[src/rtl/cpu_ctrl_fsm.sv]
// cpu_ctrl_fsm
//   Instruction register and control sequencer for the simple RISC machine.
//   It latches a 16-bit instruction and steps through one state per clock:
//   WAIT, DECODE, GET_A, GET_B, EXEC, WRITE_REG and WRITE_IMM. These states
//   drive the register-file read/write ports and the datapath load/select
//   controls. All control outputs are Moore outputs.
//
//   Configuration macro: CTRL_ILLEGAL_TRAP_EN
//     defined   : an illegal opcode traps into HALT (err=1, w=0) until reset.
//     undefined : an illegal opcode returns to WAIT silently, and err stays 0.
//
// Ports
//   clk, reset        : clock; synchronous active-high reset
//   in[15:0]          : instruction word, captured by load while in WAIT
//   load, s           : capture IR / start execution (both sampled in WAIT only)
//   w, err            : idle flag / illegal-opcode trap flag
//   readnum, writenum : register-file read / write addresses
//   write             : register-file write enable
//   loada..loads      : datapath A/B/C/status load enables
//   asel, bsel        : A operand zero / B operand from sximm5
//   vsel[1:0]         : write-back source (00 = C, 10 = sximm8)
//   ALUop, shift      : ALU operation / shifter control
//   sximm8, sximm5    : sign-extended immediates taken from IR
module cpu_ctrl_fsm (
  input  logic        clk,
  input  logic        reset,
  input  logic [15:0] in,
  input  logic        load,
  input  logic        s,
  output logic        w,
  output logic        err,
  output logic [2:0]  readnum,
  output logic [2:0]  writenum,
  output logic        write,
  output logic        loada,
  output logic        loadb,
  output logic        loadc,
  output logic        loads,
  output logic        asel,
  output logic        bsel,
  output logic [1:0]  vsel,
  output logic [1:0]  ALUop,
  output logic [1:0]  shift,
  output logic [15:0] sximm8,
  output logic [15:0] sximm5
);

  typedef enum logic [2:0] {
    S_WAIT      = 3'd0,
    S_DECODE    = 3'd1,
    S_GET_A     = 3'd2,
    S_GET_B     = 3'd3,
    S_EXEC      = 3'd4,
    S_WRITE_REG = 3'd5,
    S_WRITE_IMM = 3'd6,
    S_HALT      = 3'd7
  } state_t;

  typedef enum logic [2:0] {
    I_MOV_IMM,
    I_MOV_REG,
    I_ADD,
    I_CMP,
    I_AND,
    I_MVN,
    I_ILLEGAL
  } ins_t;

  state_t      state_q, state_d;
  logic [15:0] ir_q, ir_d;
  ins_t        ins;

  logic [2:0] opcode;
  logic [1:0] op;
  logic [2:0] rn, rd, rm;
  logic [1:0] sh;

  function automatic logic signed [15:0] sext8(input logic signed [7:0] v);
    return 16'(v);
  endfunction

  function automatic logic signed [15:0] sext5(input logic signed [4:0] v);
    return 16'(v);
  endfunction

  assign opcode = ir_q[15:13];
  assign op     = ir_q[12:11];
  assign rn     = ir_q[10:8];
  assign rd     = ir_q[7:5];
  assign sh     = ir_q[4:3];
  assign rm     = ir_q[2:0];

  assign sximm8 = sext8(ir_q[7:0]);
  assign sximm5 = sext5(ir_q[4:0]);

  always_comb begin
    ins = I_ILLEGAL;
    case ({opcode, op})
      5'b110_10: ins = I_MOV_IMM;
      5'b110_00: ins = I_MOV_REG;
      5'b101_00: ins = I_ADD;
      5'b101_01: ins = I_CMP;
      5'b101_10: ins = I_AND;
      5'b101_11: ins = I_MVN;
      default:   ins = I_ILLEGAL;
    endcase
  end

  always_ff @(posedge clk) begin
    if (reset) begin
      state_q <= S_WAIT;
      ir_q    <= '0;
    end else begin
      state_q <= state_d;
      ir_q    <= ir_d;
    end
  end

  always_comb begin
    state_d  = state_q;
    ir_d     = ir_q;
    w        = 1'b0;
    err      = 1'b0;
    readnum  = '0;
    writenum = '0;
    write    = 1'b0;
    loada    = 1'b0;
    loadb    = 1'b0;
    loadc    = 1'b0;
    loads    = 1'b0;
    asel     = 1'b0;
    bsel     = 1'b0;
    vsel     = 2'b00;
    ALUop    = 2'b00;
    shift    = 2'b00;

    case (state_q)
      S_WAIT: begin
        w = 1'b1;
        // A same-cycle load and start executes the newly loaded word,
        // because DECODE looks at IR one cycle later.
        if (load) ir_d = in;
        if (s) state_d = S_DECODE;
      end
      S_DECODE: begin
        case (ins)
          I_MOV_IMM:           state_d = S_WRITE_IMM;
          I_MOV_REG, I_MVN:    state_d = S_GET_B;
          I_ADD, I_CMP, I_AND: state_d = S_GET_A;
          default: begin
`ifdef CTRL_ILLEGAL_TRAP_EN
            state_d = S_HALT;
`else
            state_d = S_WAIT;
`endif
          end
        endcase
      end
      S_GET_A: begin
        readnum = rn;
        loada   = 1'b1;
        state_d = S_GET_B;
      end
      S_GET_B: begin
        readnum = rm;
        loadb   = 1'b1;
        shift   = sh;
        state_d = S_EXEC;
      end
      S_EXEC: begin
        shift = sh;
        // MOV reg passes the shifted B through the adder with A forced to 0.
        if (ins == I_MOV_REG) begin
          asel  = 1'b1;
          ALUop = 2'b00;
        end else begin
          ALUop = op;
        end
        // CMP updates only the status flags and never writes back.
        if (ins == I_CMP) begin
          loads   = 1'b1;
          state_d = S_WAIT;
        end else begin
          loadc   = 1'b1;
          state_d = S_WRITE_REG;
        end
      end
      S_WRITE_REG: begin
        writenum = rd;
        write    = 1'b1;
        vsel     = 2'b00;
        state_d  = S_WAIT;
      end
      S_WRITE_IMM: begin
        writenum = rn;
        write    = 1'b1;
        vsel     = 2'b10;
        state_d  = S_WAIT;
      end
`ifdef CTRL_ILLEGAL_TRAP_EN
      S_HALT: begin
        err     = 1'b1;
        state_d = S_HALT;
      end
`endif
      default: state_d = S_WAIT;
    endcase
  end

endmodule

[config.mk]
export PLATFORM = sky130hd
export DESIGN_NAME = cpu_ctrl_fsm
export DESIGN_NICKNAME = d
export VERILOG_FILES = /design/src/rtl/cpu_ctrl_fsm.sv
export SDC_FILE = /design/constraint.sdc
export NUM_CORES = 1
export LEC_CHECK = 0
export CORE_MARGIN = 4
export CORE_UTILIZATION = 40
export DETAILED_ROUTE_END_ITERATION = 8
export MAX_ROUTING_LAYER = met4
export PLACE_DENSITY = 0.84
export SETUP_SLACK_MARGIN = 0.02
export SKIP_LAST_GASP = 1
export SYNTH_ARGS = -nofsm -noshare
export SYNTH_HDL_FRONTEND = slang
export SYNTH_SLANG_ARGS = --single-unit
[constraint.sdc]
create_clock -name clk -period 2.4 [get_ports clk]
set_input_delay 0.24 -clock clk [delete_from_list [all_inputs] [get_ports clk]]
set_output_delay 0.24 -clock clk [all_outputs]
set_load 0.01 [all_outputs]
# After elaboration in Yosys (flattened, before gate mapping)
# Index checks and enable logic that the tools add are counted.
# classes
eq_ne	18
mux	21
n_reduce_logical	7
# op_table
cell	n
5-bit == test, second input constant	6
3-bit case mux with 6 select lines	1
3-bit == test, second input constant	5
3-bit case mux with 5 select lines	1
3-bit by 2-bit == test with 1-bit output, second input constant	4
3-bit case mux with 2 select lines	2
1-bit two-way mux	10
3-bit case mux with 3 select lines	1
2-bit two-way mux	4
3-bit by 1-bit == test with 1-bit output, second input constant	2
3-bit logical NOT	2
3-bit two-way mux	2
2-bit OR reduction	3
3-bit OR reduction	1
2-bit != test, second input constant	1
2-bit AND reduction	1
# word_totals
ff_bits	19
in_bits	20
wordCells	48

# Logic depth before layout (Yosys ltp)
# depth
depth_word	6
mapped_depth	5
ltp_nobuf	3

# Worst setup path after synthesis
# No wires, ideal clock.
# synth_path
path_kind	register to output
start	register state_q[1]
end	output port loads
arrival_ns	1.198
t_required_ns	2.160
slack_ns	0.962
stages_incl_launch_ff	4
path_buffers	1
cell_sequence	dfxtp_1 -> clkbuf_2 -> or3b_1 -> nor3_1
# synth_between
elab_chain_len	2
# synth_lines
element	line	text
from (decl)	69	state_t state_q, state_d;
from (signal assigned)	114	state_q <= state_d;
3-bit == test	137	case (state_q)
1-bit two-way mux	137	
to (decl)	38	output logic loads,
# Every way passes these cells.

# Worst setup path after layout
# layout_path
start	register state_q[2]
end	output port loads
# The elaborated chain is that of the path after synthesis.

==> flow_metrics.env <==
export IMPL_cts_buffers=3
export IMPL_ir_drop_mv=0.227
export IMPL_drv_cap=0
export IMPL_p_leak_nw=0.622
export IMPL_fin_cells=224
export IMPL_grt_pass1_vias=1076
export IMPL_dr_pass1_iters=4
export IMPL_use_met1_pct=15.9
export IMPL_cts_hold_buf=0
export IMPL_die_y_um=63.8
export IMPL_routed_via_density=4.89
export IMPL_wl_per_cell_um=13.3
export IMPL_finalSetupViolCount=0
export IMPL_critPathCaptureType="primary output"
export IMPL_die_w_um=63.8
export IMPL_clkTransAtPathRegs_ns=0.10
export IMPL_ctsResizeCount=0
export IMPL_outcome="finished clean"
export IMPL_final_antenna_net_count=0
export IMPL_drive_above_1_share_pct=6.22
export IMPL_netlist_area_um2=1240
export IMPL_grtUsageMet3_pct=3.15
export IMPL_finalCritPeriodShare_pct=90.2
export IMPL_worstMarginPinSlew_ns=0.624
export IMPL_final_common_cell="clkdlybuf4s50_1"
export IMPL_grt_use_total_pct=15.2
export IMPL_clk_latency_ns=0.29
export IMPL_cts_root_buf="clkbuf_4"
export IMPL_synth_edf_count=0
export IMPL_final_util_pct=59.9
export IMPL_drt_iter0_drc=48
export IMPL_hp_class="reg2reg"
export IMPL_dpl_hpwl_um=2400
export IMPL_ys_seq_area_share_pct=30.6
export IMPL_layout_common_cells="clkdlybuf4s50_1, nand2_1, a21oi_1"
export IMPL_post_place_cells=220
export IMPL_worstPathMaxFanout=15
export IMPL_dpl_cell_area_um2=1680
export IMPL_cts_buffer_depth=2
export IMPL_grtUsageMet2_pct=28.8
export IMPL_worstSetupPathType="reg2out"
export IMPL_start_util_pct=43.6
export IMPL_post_cts_buffers=0
export IMPL_avgSynthCellArea_um2=7.72
export IMPL_cts_sinks=19
export IMPL_n_antenna_cell=0
export IMPL_drcViolationCount=0
export IMPL_grt_pass1_wl_um=4910
export IMPL_pwr_density_cell_nw_per_um2=404
export IMPL_yosys_warnings=0
export IMPL_grt_busiest_layer="met2"
export IMPL_drt_wl_total_um=2980
export IMPL_synth_seq_cells=19
export IMPL_finalMaxSlewViolations=0
export IMPL_place_congestion=0.797
export IMPL_max_freq_mhz=462
export IMPL_cts_tree="yes"
export IMPL_async_flop_share_pct=0
export IMPL_portBuffers=69
export IMPL_cp_start_kind="flop"
export IMPL_antenna_found_initial=0
export IMPL_cts_htree_levels=1
export IMPL_synth_cells=161
export IMPL_via_count=1096
export IMPL_row_count=19
export IMPL_fin_nets=214
export IMPL_die_area_um2=4070
export IMPL_grt_max_degree=18
export IMPL_final_setup_tns_ns=0
export IMPL_ios=73
export IMPL_final_area_um2=1710
export IMPL_fin_worst_skew_ns=0.00163
export IMPL_finalHoldViolations=0
export IMPL_area_delta_synth_final_pct=37.3
export IMPL_rsz0062_at_grt="no"
export IMPL_critical_path_required_ns=2.16
export IMPL_overflow=0
export IMPL_coreArea_um2=2850
export IMPL_synthDistinctLibCells=34
export IMPL_critical_path_arrival_ns=1.92
export IMPL_slew_headroom_pct=58.3
export IMPL_synth_flop_cell="dfxtp_1"
export IMPL_min_period_ns=2.16
worst max-delay path: stages, from the launching register on:
cell	delay, ns
dfxtp_2	0.48
or3b_1	0.41
nor3_1	0.19
clkdlybuf4s50_1	0.57
worst paths after layout:
path	start	to	depth (start not counted)	slack, ns
hold / removal	ir_q[10]	ir_q[10]	2	0.48
setup / recovery	state_q[2]	loads	3	0.24
setup reg to reg	state_q[1]	ir_q[4]	3	0.80
hold reg to reg	ir_q[10]	ir_q[10]	2	0.48
where the power goes:
part / total [mW] / internal [mW] / switching, mW
Combinational: 0.172 / 0.103 / 0.0695
Clock: 0.158 / 0.0645 / 0.0933
Sequential: 0.359 / 0.334 / 0.0258
Total: 0.690 / 0.501 / 0.189
cell type report:
class	count	area, um2
repair buffers	70	698
fillers	260	1140
flip-flops and latches	19	384
well taps	31	38.8
multi-input cells	98	553
inverters	2	7.51
clock buffers	4	26.3
stage by stage:
stage	setup WS, ns	hold WS, ns	power (mW)
floorplan	0.962	0.376	0.479
global placement	0.435	0.466	0.536
detailed placement	0.411	0.470	0.541
CTS	0.0750	0.482	0.697
global route	0.0874	0.476	0.728
finish	0.236	0.481	0.690
synth_stat cells (3+ instances only):
| cell type | count | area [um2] |
|---|---|---|
| a21oi_1 | 18 | 90.1 |
| a22o_1 | 3 | 26.3 |
| a22oi_1 | 3 | 22.5 |
| and2_1 | 4 | 25.0 |
| buf_2 | 4 | 20.0 |
| buf_4 | 35 | 263 |
| dfxtp_1 | 19 | 380 |
| nand2_1 | 34 | 128 |
| nor2_1 | 3 | 11.3 |
| nor2b_1 | 6 | 37.5 |
| o21ai_0 | 3 | 15.0 |
cells by family (layout without fill, tap and decap cells):
group	Yosys count	count (layout)	synth area share [%]
other	1	3	0.302
AND/OR/NAND/NOR	64	64	29.2
buffers and inverters	46	76	25.6
AO/OA/AOI/OAI	31	31	14.4
flip-flops	19	19	30.6
sequential cells by signal, indices dropped and copies added (netlist names):
| name | cells |
|---|---|
| ir_q | 16 |
| state_q | 3 |
routing by layer:
layer,up-vias,part of all wire [%]
met2,44,51
met1,490,41
met5,-,0
met3,2,7.2
li1,560,-
met4,0,0.64
Note: power is estimated with default switching activity, not from simulation.
